[src/rtl/seq_shift_add_mult_pkg.sv]
// ---------------------------------------------------------------------------
// seq_shift_add_mult_pkg
// Shared definitions for the sequential shift-and-add multiplier:
//   - raw state encodings and the enum built on them
//   - helper that sizes the iteration counter for a given operand width
// No ports; imported by seq_shift_add_mult.
// ---------------------------------------------------------------------------
package seq_shift_add_mult_pkg;

   localparam logic [1:0] ST_IDLE = 2'd0;
   localparam logic [1:0] ST_RUN  = 2'd1;
   localparam logic [1:0] ST_DONE = 2'd2;

   typedef enum logic [1:0] {
      IDLE = ST_IDLE,
      RUN  = ST_RUN,
      DONE = ST_DONE
   } state_t;

   // The counter has to be able to represent every value from 0 to WIDTH.
   function automatic int cnt_width(input int w);
      return $clog2(w + 1);
   endfunction

endpackage

[src/rtl/seq_shift_add_mult_rca_adder.sv]
// ---------------------------------------------------------------------------
// full_adder / rca_adder
// Ripple-carry adder built from single-bit full-adder cells.
//   full_adder ports: a, b, c_in -> s, c_out   (one bit each)
//   rca_adder  ports: a[WIDTH-1:0], b[WIDTH-1:0], c_in -> s[WIDTH-1:0], c_out
// The multiplier reuses one rca_adder every cycle for its partial-product add.
// ---------------------------------------------------------------------------
module full_adder (
   input  logic a,
   input  logic b,
   input  logic c_in,
   output logic s,
   output logic c_out
);

   // Classic sum/carry equations for one bit position.
   assign s     = a ^ b ^ c_in;
   assign c_out = (a & b) | (c_in & (a ^ b));

endmodule

module rca_adder #(
   parameter int WIDTH = 8
) (
   input  logic [WIDTH-1:0] a,
   input  logic [WIDTH-1:0] b,
   input  logic             c_in,
   output logic [WIDTH-1:0] s,
   output logic             c_out
);

   logic [WIDTH:0] carry;

   assign carry[0] = c_in;

   // Each cell consumes the carry of the bit below it; the top carry leaves the adder.
   for (genvar i = 0; i < WIDTH; i++) begin : g_bit
      full_adder u_fa (
         .a    (a[i]),
         .b    (b[i]),
         .c_in (carry[i]),
         .s    (s[i]),
         .c_out(carry[i+1])
      );
   end

   assign c_out = carry[WIDTH];

endmodule

[src/rtl/seq_shift_add_mult.sv]
// ---------------------------------------------------------------------------
// seq_shift_add_mult
// Sequential unsigned shift-and-add multiplier. Operands are captured on an
// accepted start, the product is built over WIDTH iterations using a single
// ripple-carry adder, then presented with a one-cycle done pulse.
// Ports:
//   clk      system clock, rising edge
//   rst_n    synchronous active-low reset
//   start    begin a multiply (only looked at while idle)
//   a, b     multiplicand / multiplier, WIDTH bits each
//   busy     high whenever the machine is not idle
//   done     one-cycle pulse when product has just been updated
//   product  2*WIDTH-bit result, held until the next completion or reset
// ---------------------------------------------------------------------------
module seq_shift_add_mult
   import seq_shift_add_mult_pkg::*;
#(
   parameter int WIDTH = 8
) (
   input  logic               clk,
   input  logic               rst_n,
   input  logic               start,
   input  logic [WIDTH-1:0]   a,
   input  logic [WIDTH-1:0]   b,
   output logic               busy,
   output logic               done,
   output logic [2*WIDTH-1:0] product
);

   localparam int              CW   = cnt_width(WIDTH);
   localparam logic [CW-1:0]   LAST = CW'(WIDTH - 1);

   state_t             state;
   logic [WIDTH-1:0]   mcand;
   logic [2*WIDTH-1:0] acc;
   logic [CW-1:0]      cnt;

   logic [WIDTH-1:0]   addend;
   logic [WIDTH-1:0]   sum;
   logic               carry_out;
   logic [2*WIDTH-1:0] acc_next;

   // The low bit of the accumulator is the multiplier bit being consumed this
   // iteration; it decides whether the multiplicand joins the upper half.
   assign addend = acc[0] ? mcand : '0;

   rca_adder #(.WIDTH(WIDTH)) u_adder (
      .a    (acc[2*WIDTH-1:WIDTH]),
      .b    (addend),
      .c_in (1'b0),
      .s    (sum),
      .c_out(carry_out)
   );

   // The carry becomes the new MSB as everything shifts right by one, so the
   // 2W+1-bit intermediate sum never loses information.
   assign acc_next = {carry_out, sum, acc[WIDTH-1:1]};

   // Status flags come straight from the state register, so they cannot glitch
   // with the inputs.
   assign busy = (state != IDLE);
   assign done = (state == DONE);

   // Main controller: captures operands, runs exactly WIDTH shift/add steps,
   // latches the result on the last step, then spends one cycle in DONE.
   // Reset wins over everything, including a multiply in progress.
   always_ff @(posedge clk) begin
      if (!rst_n) begin
         state   <= IDLE;
         mcand   <= '0;
         acc     <= '0;
         cnt     <= '0;
         product <= '0;
      end else begin
         case (state)
            IDLE: begin
               if (start) begin
                  mcand <= a;
                  acc   <= {{WIDTH{1'b0}}, b};
                  cnt   <= '0;
                  state <= RUN;
               end
            end
            RUN: begin
               acc <= acc_next;
               cnt <= cnt + CW'(1);
               if (cnt == LAST) begin
                  product <= acc_next;
                  state   <= DONE;
               end
            end
            DONE: begin
               state <= IDLE;
            end
            default: begin
               state <= IDLE;
            end
         endcase
      end
   end

endmodule

[config.mk]
export PLATFORM = sky130hd
export DESIGN_NAME = seq_shift_add_mult
export DESIGN_NICKNAME = d
export VERILOG_FILES = /design/src/rtl/seq_shift_add_mult_pkg.sv /design/src/rtl/seq_shift_add_mult_rca_adder.sv /design/src/rtl/seq_shift_add_mult.sv
export SDC_FILE = /design/constraint.sdc
export NUM_CORES = 1
export LEC_CHECK = 0
export CAP_MARGIN = 20
export CORE_MARGIN = 4
export CORE_UTILIZATION = 55
export DETAILED_ROUTE_END_ITERATION = 10
export PLACE_DENSITY = 0.84
export REMOVE_ABC_BUFFERS = 1
export SLEW_MARGIN = 20
export SYNTH_ARGS = -nofsm -noshare
export SYNTH_HDL_FRONTEND = slang
export SYNTH_SLANG_ARGS = --single-unit
[constraint.sdc]
create_clock -name clk -period 12 [get_ports clk]
set_input_delay 2.4 -clock clk [delete_from_list [all_inputs] [get_ports clk]]
set_output_delay 2.4 -clock clk [all_outputs]
set_load 0.005 [all_outputs]
# Word-level counts from Yosys, hierarchy flattened
# Index checks and enable logic that the tools add are counted.
# totals
ff_bits,46
inputBits,19
out_inout_bits,18
# op_classes
mux,8
reduce_logical,7
bitwise_logic,37
n_eq_ne,5
add_sub_neg,1
# ops
operator,count
$pmux W16 S2,1
$mux W16,1
$and A1 B1 Y1,15
$xor A1 B1 Y1,15
$mux W8,1
$pmux W4 S2,1
$reduce_and A2 Y1,4
$or A1 B1 Y1,7
$add A4 B1 Y4 const B,1
$eq A4 B3 Y1 const B,1
$mux W2,2
$mux W4,1
$ne A2 B2 Y1 const B,2
$pmux W2 S2,1
$reduce_bool A2 Y1,2
$eq A2 B1 Y1 const B,1
$eq A2 B2 Y1 const B,1
$logic_not A2 Y1,1

# Logic depth before layout (Yosys ltp)
# logic_depth
ltp_word,17
ltp_mapped,13
mapped_depth_nobuf,12

# Modules after synthesis
# A second synthesis with hierarchy kept.
# unflattened
cells_unflattened,206
hier_area_um2,1998.2
# modules_own_cells
mod,cells_each,instances,area_per_inst_um2
seq_shift_add_mult,198,1,1838.0
full_adder,1,8,20.0

# Worst setup path after synthesis
# Ideal clock, no wire load.
# synth_path
path_kind,reg2reg
startpoint,register acc[0]
endpoint,register acc[14]
n_path_buf,1
setup_slack_ps,8073
path_stages_with_launch,14
t_arrival_ps,3812
setup_ps,115
period_less_slack_ps,3927
required_ps,11885
cell_sequence,dfxtp_1 > clkbuf_1 > and2_1 > ha_1 > inv_1 > fa_1 > fa_1 > fa_1 > fa_1 > fa_1 > fa_1 > fa_1 > nor2_1 > o21a_1
# synth_between
elab_chain_len,16
word_cells_on_any_way,29
# synth_lines
element,line_no,rtl
"start, declared",seq_shift_add_mult.sv:35,logic [2*WIDTH-1:0] acc;
"start signal, assigned",seq_shift_add_mult.sv:79,"acc <= {{WIDTH{1'b0}}, b};"
"start signal, assigned",seq_shift_add_mult.sv:85,acc <= acc_next;
$mux W8 (*),seq_shift_add_mult.sv:45,assign addend = acc[0] ? mcand : '0;
$and A1 B1 Y1 or $xor A1 B1 Y1 (tied branches),seq_shift_add_mult_rca_adder.sv:18,assign c_out = (a & b) | (c_in & (a ^ b));
$and A1 B1 Y1,seq_shift_add_mult_rca_adder.sv:18,
$or A1 B1 Y1,seq_shift_add_mult_rca_adder.sv:18,
$and A1 B1 Y1,seq_shift_add_mult_rca_adder.sv:18,
$or A1 B1 Y1,seq_shift_add_mult_rca_adder.sv:18,
$and A1 B1 Y1,seq_shift_add_mult_rca_adder.sv:18,
$or A1 B1 Y1,seq_shift_add_mult_rca_adder.sv:18,
$and A1 B1 Y1,seq_shift_add_mult_rca_adder.sv:18,
$or A1 B1 Y1,seq_shift_add_mult_rca_adder.sv:18,
$and A1 B1 Y1,seq_shift_add_mult_rca_adder.sv:18,
$or A1 B1 Y1,seq_shift_add_mult_rca_adder.sv:18,
$and A1 B1 Y1,seq_shift_add_mult_rca_adder.sv:18,
$or A1 B1 Y1,seq_shift_add_mult_rca_adder.sv:18,
$xor A1 B1 Y1 (*),seq_shift_add_mult_rca_adder.sv:17,assign s = a ^ b ^ c_in;
$pmux W16 S2 (*),seq_shift_add_mult.sv:75,case (state)
# Every way passes the cells marked *; elsewhere a longest branch is shown, timed or not.
# A chain may end at the register's enable or synchronous reset.

==> metrics.md <==
| Metric | Value |
|---|---|
| Cell area after layout | `between 0.002 and 0.0025 mm2` |
| Layout Utilization | `~70%` |
| Final period utilization | `34.9%` |
| Highest metal used | `met4` |
| # port buffers | `36` |
| RSZ-0062 raised after global routing | `no` |
| Clock sinks | `46` |
| Synth area leader | `dfxtp_1` |
| Vias in the first global route | `roughly 1,400` |
| Max Clk Rate | `around 240 MHz` |
| First-pass GRT wire length | `6640 um` |
| Min cycle time layout | `4.19 ns` |
| Critical Path, Cell by Cell | `clkdlybuf4s50_1 -> a21boi_2 -> a22o_1` |
| Final GP Congestion | `roughly 0.80` |
| CTS root buffer | `clkbuf_4` |
| Area growth, synth to finish | `21.9%` |
| Layout Skew | `about 0.013 ns` |
| Crit Path Max Fanout | `32` |
| Worst-margin pin slew | `approximately 1 ns` |
| CTS tree | `yes` |
| Crit. End Element | `register` |
| Vias/cell | `between 5 and 6` |
| Largest family of logic cells by synthesized area | `compound AO/OA/AOI/OAI gates` |
| WP data arrival | `4.49 ns` |
| Area share of fa/ha/maj cells after synthesis | `8.48%` |
| Drt drc | `0` |
| CP Class | `in2reg` |
| Hold Startpoint | `mcand[0]` |
| Xor and xnor area share after synthesis | `0%` |
| Met2 WL | `approximately 1900 um` |
| Count of different cell masters after synthesis | `38` |
| Most frequent cell after synthesis | `dfxtp_1` |
| #FFs+latches synth | `46` |
| Worst skew pair latency | `around 0.34 ns` |
| Core area | `~0.0034 mm2` |
| Cells after synthesis | `a little over 200` |
| Syn. warnings | `0` |
| Worst hold slack | `~0.48 ns` |
| Critical Path Start | `rst_n` |
| Post-DP HPWL | `2710 um` |
| Grt ovf | `0` |
| CTS Buf Count | `5` |
| Iter 0 DRT Violations | `94` |
| # resized after CTS | `0` |
| Rows | `21` |
| Setup TNS | `0 ns` |
| Post-CTS Setup Bufs | `0` |
| Antenna Violating Nets Remaining | `0` |
| Longest Clk Path Bufs | `2` |
| N_diodes | `0` |
| H-Tree Depth | `2` |
| Worst R2R Start | `acc[0]` |
| Number of synthesized flops with an enable pin | `0` |
| Final hold violation count | `0` |
| Top FF cell, synth | `dfxtp_1` |
| Largest net degree at the start of global routing | `33` |
| Complex-gate fraction of the synthesized area | `between 20% and 30%` |
| Layout cells sized above 1 | `between 6 and 7%` |
| Power Dens Cells | `118 mW/mm2` |
| Die Wd | `approximately 67 um` |
| Die Span Y | `67.5 um` |
| Mapped Avg Cell Area | `9.50 um2` |
| MaxCap Viol Count | `0` |
| Nets | `between 200 and 300` |
| Post-synthesis simple-gate area fraction | `between 15 and 20%` |
| Routed wire length | `3960 um` |
| Slew Viols, Final | `0` |
| Status | `finished clean` |
| Setup-failing EPs final | `0` |
| Clock-pin slew on the worst setup and hold paths | `approximately 0.14 ns` |
| Routed WL per cell | `~14 um` |
| Vias post-DR | `1,509` |
| WL met3 | `between 100 and 150 um` |
| Leak | `around 0.00084 uW` |
| Slowest cell on the critical path | `clkdlybuf4s50_1` |
| Commonest cells post-synth | `46 x dfxtp_1, 41 x nand2_1` |
| Buf/Inv on CP | `1` |
| Total track usage | `approximately 19%` |
| Post-Syn Area | `0.00195 mm2` |
| Slew Limit Headroom | `roughly 33%` |
| FFs w/ async S/R, synth | `0%` |
| Dominant cells by area after synthesis | `dfxtp_1 47%, nand2_1 7.9%, fa_1 7.2%, a22o_1 3.6%, o2bb2ai_1 3.6%` |
| Worst hold path type | `reg2reg` |
| Initial Util | `a little under three fifths` |
| VDD IR max | `0.0704 mV` |
| Startpoint types | `input pin` |
| DRT Pass-1 Iters | `4` |
| Post-synth top area share | `between 40% and 50%` |
| Worst EP required | `about 12 ns` |
| Post-DP Area | `0.00230 mm2` |
| Hold buffers post-CTS | `0` |
| Worst stage delay on the critical path | `approximately 1.1 ns` |
| M1 wire length | `around 1900 um` |
| I/O pins | `37` |
| Top cell family by delay on the critical path | `buffers and inverters` |
| Mux share of post-synthesis cell area | `less than 1%` |
| Sequential area share after synthesis | `a little under half` |
| Initial antenna violation count | `0` |
| Full die area | `about 0.0046 mm2` |
-- state kept, by name, summed over array words and instances (netlist names) --
signal / cells
product: 16
cnt: 4
acc: 16
mcand: 8
state: 2
-- stage by stage --
stage	power (uW)	worst slack (ns)	std cells
floorplan	179	8.17	192
global placement	192	7.51	274
CTS	281	7.80	282
finish	279	7.81	282
detailed placement	192	7.45	274
global route	292	7.66	282
-- path summary, 6_finish.rpt --
check | to | cells past startpoint | slack (ns)
worst min-delay path | mcand[0] | 2 | 0.48
worst max-delay path | product[1] | 3 | 7.81
worst max register to register | acc[14] | 12 | 7.82
worst min register to register | mcand[0] | 2 | 0.48
-- worst min-delay path: cells and delay by family (launching register included) --
family,cells,cell delay (ns)
AOI/OAI and AO/OA,1,0.06
DFF,1,0.33
and+or+nand+nor,1,0.04
-- layer usage --
metal  track usage (%)  vias up
li1                  -      764
met1              25.2      706
met2              31.8       34
met3              3.83        5
met4              6.08        0
met5                 0        -
-- cells by family (layout without fill, tap and decap cells) --
kind of cell	count (synthesis)	count (layout)
buf+inv	22	53
simple gates	72	72
compound gates	55	55
flops	46	46
mux	1	1
fa+ha+maj	9	9
-- cell type report --
| type | instances | area (um2) |
|---|---|---|
| fill | 262 | 1020 |
| multi-input combinational | 137 | 923 |
| sequential | 46 | 921 |
| timing repair buffer | 36 | 360 |
| tap | 46 | 57.6 |
| clock inverter | 3 | 40.0 |
| clock buffer | 5 | 37.5 |
| inverter | 9 | 33.8 |
-- layout by cell type, fill, tap and decap left out, drive strengths merged, types with 9 or more instances in the layout --
cell type	n
inv	9
nand2	41
o21ai	9
a21boi	10
clkdlybuf4s50	36
dfxtp	46
-- where the power goes --
group,switching (uW),internal [uW],total [uW]
logic,14.5,12.2,26.7
registers,4.22,158,162
clock network,47.5,43.2,90.7
total,66.2,213,279
No activity file was read; power rests on OpenSTA's default activity.
==> edit 1 (same flow settings) <==
`WIDTH` is set to 8 in 2 places; all go to 6.
--- a/src/rtl/seq_shift_add_mult_rca_adder.sv
+++ b/src/rtl/seq_shift_add_mult_rca_adder.sv
@@ -22,3 +22,3 @@
 module rca_adder #(
-   parameter int WIDTH = 8
+   parameter int WIDTH = 6
 ) (
--- a/src/rtl/seq_shift_add_mult.sv
+++ b/src/rtl/seq_shift_add_mult.sv
@@ -17,3 +17,3 @@
 #(
-   parameter int WIDTH = 8
+   parameter int WIDTH = 6
 ) (
Interface: changed (resized a, b and product); port bits go from 37 to 29. The function was not compared with the original's and may differ.
==> edit 1 against the original RTL <==
Area after synthesis fell by 19%; maximum frequency is 7.3% higher; clock skew down 0.0039 ns; power down 17%; sequential cell count fell by 11; worst setup slack improved by 0.29 ns; routed wire length down 23%; count of clock-buffer cells in the layout up 1; utilization decreased by 0.32 points; design area decreased by 20%.
==> edit 1: results (changes against the original RTL) <==
status finished, final reports clean (unchanged); met1 usage 22.1% (was 25.2%); top post-synthesis cells by count 35 x dfxtp_1, 25 x nand2_1, 12 x nor2_1, 10 x and2_1, 8 x nor2b_1 (was 46 x dfxtp_1, 41 x nand2_1); met2 usage 30.2% (was 31.8%); worst stage delay on the critical path 0.44 ns (was 1.13 ns); global routing usage on met3 5.66% (was 3.83%); Inverters 7 (was 9); register bit count reported by yosys 35 (was 46); clock network area share 4.53% (was 3.27%); r2r setup slk 8.78 ns (was 7.82 ns); hold endpoint mcand[5] (was mcand[0]); GRT Total Usage 18.7% (was 19.3%); worst clock skew 0.00859 ns (was 0.0125 ns); Worst slew margin 47.0% (was 32.9%); share of layout cells above drive strength 1 9.24% (was 6.36%); Seq area share 36.8% (was 38.8%); Synth Instances 157 (was 205); Layout fillers 212 (was 262); vias in the first global route 1248 (was 1441); Crit Path Max Fanout 10 (was 32); DR vias/cell 5.53 (was 5.35); Signal buffers 28 (was 36); Avg WL per Cell 14.1 um (was 14.0 um); biggest regs acc: 12 flops, product: 12 flops, mcand: 6 flops (was acc: 16 flops, product: 16 flops, mcand: 8 flops); NonClk Buf Share 14.4% (was 15.2%); GP Congestion 0.691 (was 0.795)
edit 1: worst reg2reg max path: stages, from the launching register on:
cell and delay (ns):
dfxtp_1 0.47, and2_1 0.17, ha_1 0.13, inv_1 0.04
fa_1 0.37, fa_1 0.39, fa_1 0.39, fa_1 0.39
fa_1 0.51, o22ai_1 0.06, and2_1 0.19
edit 1: kinds of logic (layout without fill, tap and decap cells):
logic type | after synthesis | count (layout) | share of synthesized area [%]
simple gates | 61 | 61 | 19.4
compound gates | 30 | 30 | 16.9
buf+inv | 16 | 43 | 6.04
fa+ha+maj | 8 | 8 | 8.74
mux | 7 | 7 | 4.45
flops | 35 | 35 | 44.5
edit 1: through the flow:
step	area [um^2]	setup slack (ns)	hold slack, ns
finish	1910	8.10	0.475
floorplan	1510	8.81	0.439
global route	1910	8.00	0.515
global placement	1820	7.98	0.453
detailed placement	1820	7.91	0.470
CTS	1910	8.07	0.485
==> edit 2 (same flow settings) <==
Made on the original files. Register the outputs `busy` and `done`; this adds one clock of latency there. The other outputs are not delayed to match. Comments in the files are not updated.
--- a/src/rtl/seq_shift_add_mult.sv
+++ b/src/rtl/seq_shift_add_mult.sv
@@ -60,4 +60,6 @@
    // with the inputs.
-   assign busy = (state != IDLE);
-   assign done = (state == DONE);
+   always_ff @(posedge clk) begin
+      busy <= (state != IDLE);
+      done <= (state == DONE);
+   end
 
Check against the original RTL: not equivalent (Yosys sat finds a counterexample within 4 cycles, from zero or initial values and one cycle with rst_n low).
==> edit 2 against the original RTL <==
Final cell count rose by 0.71%; non-clock buffer count unchanged; count of clock-buffer cells in the layout unchanged; area after synthesis rose by 2.1%; routed wire length grew 8.5%; sequential cell count rose by 2; clock power is 10% higher; power grew 6.1%; design area up 1.7%; critical path depth increased by 9; worst setup slack worse by 0.059 ns; clock skew is 0.0029 ns higher; largest power group unchanged.
==> edit 2: results (changes against the original RTL) <==
hold endpoint mcand[3] (was mcand[0]); first-pass GRT wire length 7020 um (was 6640 um); Synth Instances 207 (was 205); final hold slack 0.476 ns (was 0.477 ns); vias in the first global route 1451 (was 1441); Synth area leaders dfxtp_1 48%, nand2_1 7.7%, fa_1 7.1% (was dfxtp_1 47%, nand2_1 7.9%, fa_1 7.2%); Worst-Margin Slew 0.979 ns (was 1.00 ns); Layout fillers 279 (was 262); Setup WS pre-CTS 7.41 ns (was 7.45 ns); Post-Route WL 4290 um (was 3960 um); met2 wire length 2140 um (was 1920 um); final instance area 0.00241 mm^2 (was 0.00237 mm^2); global routing usage on met3 4.11% (was 3.83%); worst clock skew 0.0154 ns (was 0.0125 ns); DR WL met3 158 um (was 132 um); share of layout cells above drive strength 1 6.72% (was 6.36%); Final nets 265 (was 263); sequential fraction of the synthesis area 48.4% (was 47.3%); Worst EP arrival 4.53 ns (was 4.49 ns); Post-DP HPWL 2870 um (was 2710 um); Post-Layout Cell Count 284 (was 282); GRT Total Usage 21.1% (was 19.3%); worst setup path end acc[14] (was product[1]); worst stage delay on the critical path 0.57 ns (was 1.13 ns); top post-synthesis cells by count 48 x dfxtp_1, 41 x nand2_1 (was 46 x dfxtp_1, 41 x nand2_1); met2 usage 33.7% (was 31.8%); leakage power figure 0.858 nW (was 0.845 nW); delay-heaviest family, CP adder cells (was buffers and inverters); status finished, final reports clean (unchanged); DR vias/cell 5.51 (was 5.35); DP Area 0.00234 mm^2 (was 0.00230 mm^2); Worst VDD drop 0.0859 mV (was 0.0704 mV); initial detailed-routing violation count 114 (was 94); Critical path origin acc[0] (was rst_n)
-- edit 2: changes by cell type in the layout (fill, tap and decap cells not counted) --
cell,before,now
buf_2,0,1
inv_6,0,1
clkdlybuf4s50_1,36,35
clkinv_2,2,0
dfxtp_1,46,48
clkinvlp_4,0,1
-- edit 2: power breakdown --
group	switching [W]	internal (W)	total, W
clock	0.0000557	0.0000445	0.000100
combinational	0.0000149	0.0000120	0.0000269
sequential	0.00000449	0.000165	0.000169
-- edit 2: kinds of logic after synthesis --
group                      synth area share (%)
adders and majority gates                  8.31
DFF                                        48.4
buffers and inverters                      5.16
and+or+nand+nor                            17.2
muxes                                     0.504
AOI/OAI and AO/OA                          20.5
-- edit 2: area by class of cell --
class	instances	share of cell area (%)
clock inverters	3	1.92
inverters	9	1.40
well taps	46	2.38
clock buffers	5	1.55
flip-flops and latches	48	39.8
repair buffers	36	14.7
multi-input cells	137	38.2
